## src/rtl/common_cross_buffern_arbiter_if.sv

```systemverilog
// Handshake bundle for the N-to-1 buffered arbiter: per-port upstream channels
// plus a single downstream channel tagged with its source port.
interface common_cross_buffern_arbiter_if #(
    parameter int BUFFER_WIDTH = 1,
    parameter int PORT_COUNT   = 4
);
    localparam int SRC_W = $clog2(PORT_COUNT);

    logic [PORT_COUNT*BUFFER_WIDTH-1:0] prev_i_data;
    logic [PORT_COUNT-1:0]              prev_i_valid;
    logic [PORT_COUNT-1:0]              prev_o_ready;
    logic [BUFFER_WIDTH-1:0]            next_o_data;
    logic                               next_o_valid;
    logic                               next_i_ready;
    logic [SRC_W-1:0]                   next_o_source;

    modport slave (
        input  prev_i_data,
        input  prev_i_valid,
        output prev_o_ready,
        output next_o_data,
        output next_o_valid,
        input  next_i_ready,
        output next_o_source
    );

    modport master (
        output prev_i_data,
        output prev_i_valid,
        input  prev_o_ready,
        input  next_o_data,
        input  next_o_valid,
        output next_i_ready,
        input  next_o_source
    );
endinterface

```

## src/rtl/common_cross_buffern_arbiter.sv

```systemverilog
// N-port arbiter with a one-entry skid register per port feeding one registered
// output stage; fixed-priority or round-robin selection.
module common_cross_buffern_arbiter #(
    parameter int BUFFER_WIDTH = 1,
    parameter int PORT_COUNT   = 4,
    parameter int ARBITER_MODE = 0
) (
    input  logic clk,
    input  logic reset,
    common_cross_buffern_arbiter_if.slave bus
);
    localparam int SRC_W = $clog2(PORT_COUNT);

    logic [PORT_COUNT-1:0]   held_q;
    logic [BUFFER_WIDTH-1:0] heldData_q [PORT_COUNT];
    logic [BUFFER_WIDTH-1:0] dataOut_q;
    logic                    validOut_q;
    logic [SRC_W-1:0]        source_q;
    logic [SRC_W-1:0]        lastGrant_q;

    logic [PORT_COUNT-1:0]   req;
    logic [BUFFER_WIDTH-1:0] candData [PORT_COUNT];
    logic                    load;
    logic                    grantValid;
    logic [SRC_W-1:0]        grantIdx;
    logic [SRC_W:0]          rrSum;

    assign bus.prev_o_ready  = ~held_q;
    assign bus.next_o_data   = dataOut_q;
    assign bus.next_o_valid  = validOut_q;
    assign bus.next_o_source = source_q;

    assign load = ~validOut_q | bus.next_i_ready;

    // A held beat always takes precedence over the live input of the same port.
    always_comb begin
        for (int i = 0; i < PORT_COUNT; i++) begin
            req[i] = held_q[i] | bus.prev_i_valid[i];
            candData[i] = held_q[i] ? heldData_q[i]
                                    : bus.prev_i_data[i*BUFFER_WIDTH +: BUFFER_WIDTH];
        end
    end

    // Loops run from lowest to highest priority so the last hit is the winner.
    always_comb begin
        grantValid = 1'b0;
        grantIdx   = '0;
        rrSum      = '0;
        if (ARBITER_MODE == 0) begin
            for (int i = PORT_COUNT - 1; i >= 0; i--) begin
                if (req[i]) begin
                    grantValid = 1'b1;
                    grantIdx   = SRC_W'(i);
                end
            end
        end else begin
            for (int k = PORT_COUNT; k >= 1; k--) begin
                rrSum = {1'b0, lastGrant_q} + (SRC_W+1)'(k);
                if (rrSum >= (SRC_W+1)'(PORT_COUNT)) begin
                    rrSum = rrSum - (SRC_W+1)'(PORT_COUNT);
                end
                if (req[rrSum[SRC_W-1:0]]) begin
                    grantValid = 1'b1;
                    grantIdx   = rrSum[SRC_W-1:0];
                end
            end
        end
        if (!load) begin
            grantValid = 1'b0;
        end
    end

    // Losing requesters park their beat; a granted live beat bypasses the hold.
    always_ff @(posedge clk or negedge reset) begin
        if (!reset) begin
            held_q <= '0;
            for (int i = 0; i < PORT_COUNT; i++) begin
                heldData_q[i] <= '0;
            end
        end else begin
            for (int i = 0; i < PORT_COUNT; i++) begin
                if (grantValid && (grantIdx == SRC_W'(i))) begin
                    held_q[i] <= 1'b0;
                end else if (!held_q[i] && bus.prev_i_valid[i]) begin
                    held_q[i]     <= 1'b1;
                    heldData_q[i] <= bus.prev_i_data[i*BUFFER_WIDTH +: BUFFER_WIDTH];
                end
            end
        end
    end

    always_ff @(posedge clk or negedge reset) begin
        if (!reset) begin
            dataOut_q   <= '0;
            validOut_q  <= 1'b0;
            source_q    <= '0;
            lastGrant_q <= SRC_W'(PORT_COUNT - 1);
        end else if (load) begin
            if (grantValid) begin
                dataOut_q   <= candData[grantIdx];
                validOut_q  <= 1'b1;
                source_q    <= grantIdx;
                lastGrant_q <= grantIdx;
            end else begin
                validOut_q  <= 1'b0;
            end
        end
    end
endmodule

```

## src/flat_wrapper.sv

```systemverilog
// flat-port wrapper written by rule: the top's interface ports become plain ports
module common_cross_buffern_arbiter_flat 
#(
    parameter int BUFFER_WIDTH = 1,
    parameter int PORT_COUNT   = 4,
    parameter int ARBITER_MODE = 0
)
  (clk, reset, bus_prev_i_data, bus_prev_i_valid, bus_prev_o_ready, bus_next_o_data, bus_next_o_valid, bus_next_i_ready, bus_next_o_source);
  common_cross_buffern_arbiter_if #(.BUFFER_WIDTH(BUFFER_WIDTH), .PORT_COUNT(PORT_COUNT)) bus_i ();
  input  logic clk;
  input  logic reset;
  input wire logic [$bits(bus_i.prev_i_data)-1:0] bus_prev_i_data;
  input wire logic [$bits(bus_i.prev_i_valid)-1:0] bus_prev_i_valid;
  output wire logic [$bits(bus_i.prev_o_ready)-1:0] bus_prev_o_ready;
  output wire logic [$bits(bus_i.next_o_data)-1:0] bus_next_o_data;
  output wire logic [$bits(bus_i.next_o_valid)-1:0] bus_next_o_valid;
  input wire logic [$bits(bus_i.next_i_ready)-1:0] bus_next_i_ready;
  output wire logic [$bits(bus_i.next_o_source)-1:0] bus_next_o_source;
  assign bus_i.prev_i_data = bus_prev_i_data;
  assign bus_i.prev_i_valid = bus_prev_i_valid;
  assign bus_prev_o_ready = bus_i.prev_o_ready;
  assign bus_next_o_data = bus_i.next_o_data;
  assign bus_next_o_valid = bus_i.next_o_valid;
  assign bus_i.next_i_ready = bus_next_i_ready;
  assign bus_next_o_source = bus_i.next_o_source;
  common_cross_buffern_arbiter #(.BUFFER_WIDTH(BUFFER_WIDTH), .PORT_COUNT(PORT_COUNT), .ARBITER_MODE(ARBITER_MODE)) u_core (.clk(clk), .reset(reset), .bus(bus_i));
endmodule
```

## config.mk

```make
export PLATFORM = sky130hd
export DESIGN_NAME = common_cross_buffern_arbiter_flat
export DESIGN_NICKNAME = d
export VERILOG_FILES = /design/src/rtl/common_cross_buffern_arbiter_if.sv /design/src/rtl/common_cross_buffern_arbiter.sv /design/src/flat_wrapper.sv
export SDC_FILE = /design/constraint.sdc
export NUM_CORES = 1
export LEC_CHECK = 0
export CAP_MARGIN = 10
export CORE_MARGIN = 2
export CORE_UTILIZATION = 32
export CTS_CLUSTER_DIAMETER = 100
export DETAILED_ROUTE_END_ITERATION = 6
export DONT_BUFFER_PORTS = 1
export SLEW_MARGIN = 30
export SYNTH_ARGS = -nofsm -noshare
export SYNTH_HDL_FRONTEND = slang
export SYNTH_SLANG_ARGS = --single-unit
```

## constraint.sdc

```tcl
create_clock -name clk -period 4.63 [get_ports clk]
set_input_delay 0.926 -clock clk [delete_from_list [all_inputs] [get_ports clk]]
set_output_delay 0.926 -clock clk [all_outputs]
set_load 0.05 [all_outputs]
```

==> results.txt <==
CP Data Required Time: 3700 ps
Flops & latches, synth: 12
Warnings, synthesis: 0
All-layer global routing usage: 0.1138
Post-route clock period utilization: 0.4431
Gpl congestion: 0.7831
Post-synth net total: 73
Unrepaired setup endpoints after global routing: false
Post-Synthesis Cell Area: 653.1 sq um
Vias/cell: 5.165
Slowest stage delay, CP: 460 ps
Register area share after synthesis: 0.4598
First-pass GRT wire length: 2.076 mm
TritonRoute pass-1 iters: 4
CTS tree: yes
Top Family by Delay on Critical Path: flip-flops
Final-report max-slew violation count: 0
Clk buf depth: 2
Die Ht: 49.18 um
Postcts setup bufs: 0
Clock transition at the registers of the reported paths: 70 ps
CTS Buf Count: 3
Yosys top cell area share: 0.4598
Slew HR: 0.6683
Iteration-0 DRC Markers: 8
Rows: 16
Inserted Diodes: 0
Crit-path slowest cell: dfrtp_1
Cells after synthesis: 62
Final net count: 77
Area Growth Syn to Fin: 8.046%
Peak VDD IR: 0.0002255 V
Max-cap violations: 0
Antenna Nets Post-Route: 0
Cell Chain, Critical Path: inv_1
Post-DP HPWL: 956.7 um
Post-route DRC: 0
Fillers: 214
Final Hold Vio Count: 0
Die span in x: 49.18 um
Post-route setup TNS: 0 ps
Buf/Inv on CP: 1
Worst hold path class: in -> async
Clk root buf: clkbuf_4
CTS Hold Bufs: 0
DR vias: 470
Vias in the first global route: 469
Setup violators final: 0
Cell Count, Final, Fillers Out: 91
Share of post-route cells with drive strength above 1: 0.1875
FFs w/ async S/R, synth: 1.000
Cell taking the most area after synthesis: dfrtp_1
Max Fclk: 487.5 MHz
CP Class: reg -> out
Starting density of the core: 0.3363
DIE AREA: 2418 sq um
Startpoint types: flip-flop
DP Cell Count: 88
IO Count: 19
Initial antenna violation count: 0
Outcome: finished, final reports clean
Clk_lat worst skew: 270 ps
Power per cell area: 341.8 nW/um^2
Most frequent cell after synthesis: dfrtp_1
Post-synth EDFFs: 0
Port Buffers: 0
Clock Skew: 0.4499 ps
Final instance area: 705.7 sq um
Critical path arrival: 1130 ps
Overflow after GRT: 0
CTS Sinks: 12
CTS H-tree lvls: 1
CP endpoint kind: primary output
Dpl cell area: 683.2 sq um
Largest net degree at the start of global routing: 13
CP max FO: 6
Top cells by area, synth: dfrtp_1 (46%), nor4_4 (6.5%), mux2i_1 (6.1%)
Mean Syn Cell Area: 10.53 sq um
Post-synth top cells: dfrtp_1 (12), nor2_1 (8), nand2_1 (7), inv_1 (4), mux2i_1 (4)
Routed wire length per instance: 13.64 um
Post-CTS sizing: 0
WL final: 1.241 mm
Slew @ Worst Pin: 493.3 ps
Post-layout min period: 2051 ps
Core area: 1942 sq um
Main synth FF type: dfrtp_1
Leak Pwr: 0.3112 nW
Synth unique cells: 25
## stage by stage
| step | worst slack, ps | utilization | hold WS [ps] | power [mW] |
|---|---|---|---|---|
| floorplan | 2543 | - | 464.0 | 0.1742 |
| global placement | 2480 | 0.3518 | 474.3 | 0.1800 |
| detailed placement | 2463 | 0.3518 | 483.3 | 0.1811 |
| CTS | 2573 | 0.3634 | 337.5 | 0.2444 |
| global route | 2525 | 0.3634 | 323.0 | 0.2559 |
| finish | 2579 | 0.3634 | 340.1 | 0.2412 |
## sequential cells by signal (all words and copies together), names as in the netlist
| name | flops |
|---|---|
| u_core.bus.next_o_data | 1 |
| u_core.bus.next_o_source | 2 |
| u_core.bus.next_o_valid | 1 |
| u_core.heldData_q | 4 |
| u_core.held_q | 4 |
## cell families (layout without fill, tap and decap cells)
| group | count (synthesis) | count (layout) | share of synthesized area |
|---|---|---|---|
| and+or+nand+nor | 27 | 27 | 0.2586 |
| muxes | 8 | 8 | 0.1303 |
| DFF | 12 | 12 | 0.4598 |
| buffers and inverters | 5 | 7 | 0.02872 |
| AOI/OAI and AO/OA | 10 | 10 | 0.1226 |
## cell usage in the layout (no fill, tap or decap)
master | netlist | final
dfrtp_1 | 12 | 12
nor2_1 | 8 | 8
nand2_1 | 7 | 7
inv_1 | 4 | 4
mux2i_1 | 4 | 4
clkbuf_4 | 0 | 3
nor4_4 | 2 | 2
nand3_1 | 2 | 2
nor3b_1 | 2 | 2
mux2_2 | 2 | 2
a31oi_1 | 2 | 2
o211ai_2 | 2 | 2
mux2_1 | 2 | 2
or2_4 | 1 | 1
nand2b_1 | 1 | 1
nand2_4 | 1 | 1
o31ai_1 | 1 | 1
o21ai_0 | 1 | 1
and2_1 | 1 | 1
o22a_1 | 1 | 1
o31a_2 | 1 | 1
nor4_1 | 1 | 1
o22ai_1 | 1 | 1
a21oi_1 | 1 | 1
nand4_1 | 1 | 1
## worst paths after layout
path	from	to	slack (ps)	cells past startpoint
min reg2reg	u_core.heldData_q[0]$_DFFE_PN0P_	u_core.heldData_q[0]$_DFFE_PN0P_	490	1
max in group asynchronous	reset	u_core.bus.next_o_source[0]$_DFFE_PN0P_	4220	0
min	reset	u_core.heldData_q[2]$_DFFE_PN0P_	340	0
max reg2reg	u_core.bus.next_o_valid$_DFFE_PN0P_	u_core.heldData_q[2]$_DFFE_PN0P_	2740	4
min in group clk	u_core.heldData_q[0]$_DFFE_PN0P_	u_core.heldData_q[0]$_DFFE_PN0P_	490	1
max	u_core.held_q[2]$_DFFE_PN0P_	bus_prev_o_ready[2]	2580	1
## where the power goes
| group | leakage (nW) | internal (mW) | switching [mW] | total (mW) |
|---|---|---|---|---|
| logic | 0.161 | 0.0175 | 0.0232 | 0.0407 |
| registers | 0.136 | 0.118 | 0.0191 | 0.137 |
| clock network | 0.0138 | 0.0302 | 0.0329 | 0.0630 |
## layout make-up
class / instances / area [sq um] / share of cell area
clock buffer: 3 / 22.52 / 0.03191
inverter: 4 / 15.01 / 0.02128
multi-input combinational: 45 / 334.1 / 0.4734
sequential: 12 / 300.3 / 0.4255
tap: 27 / 33.78 / 0.04787
## worst reg2reg max path, delay by kind of cell, from the launching register on
family / cells / cell delay, ps
flip-flops: 1 / 630
multiplexers: 1 / 350
AND/OR/NAND/NOR: 3 / 790
## routing by layer
layer / share of wire / wire length (um) / GRT usage
met5: 0 / 0 / 0
met4: 0.0097 / 12 / 0.02857
met3: 0.11 / 138 / 0.06442
met2: 0.44 / 551 / 0.1779
met1: 0.43 / 539 / 0.1337
Note: power is estimated with default switching activity, not from simulation.
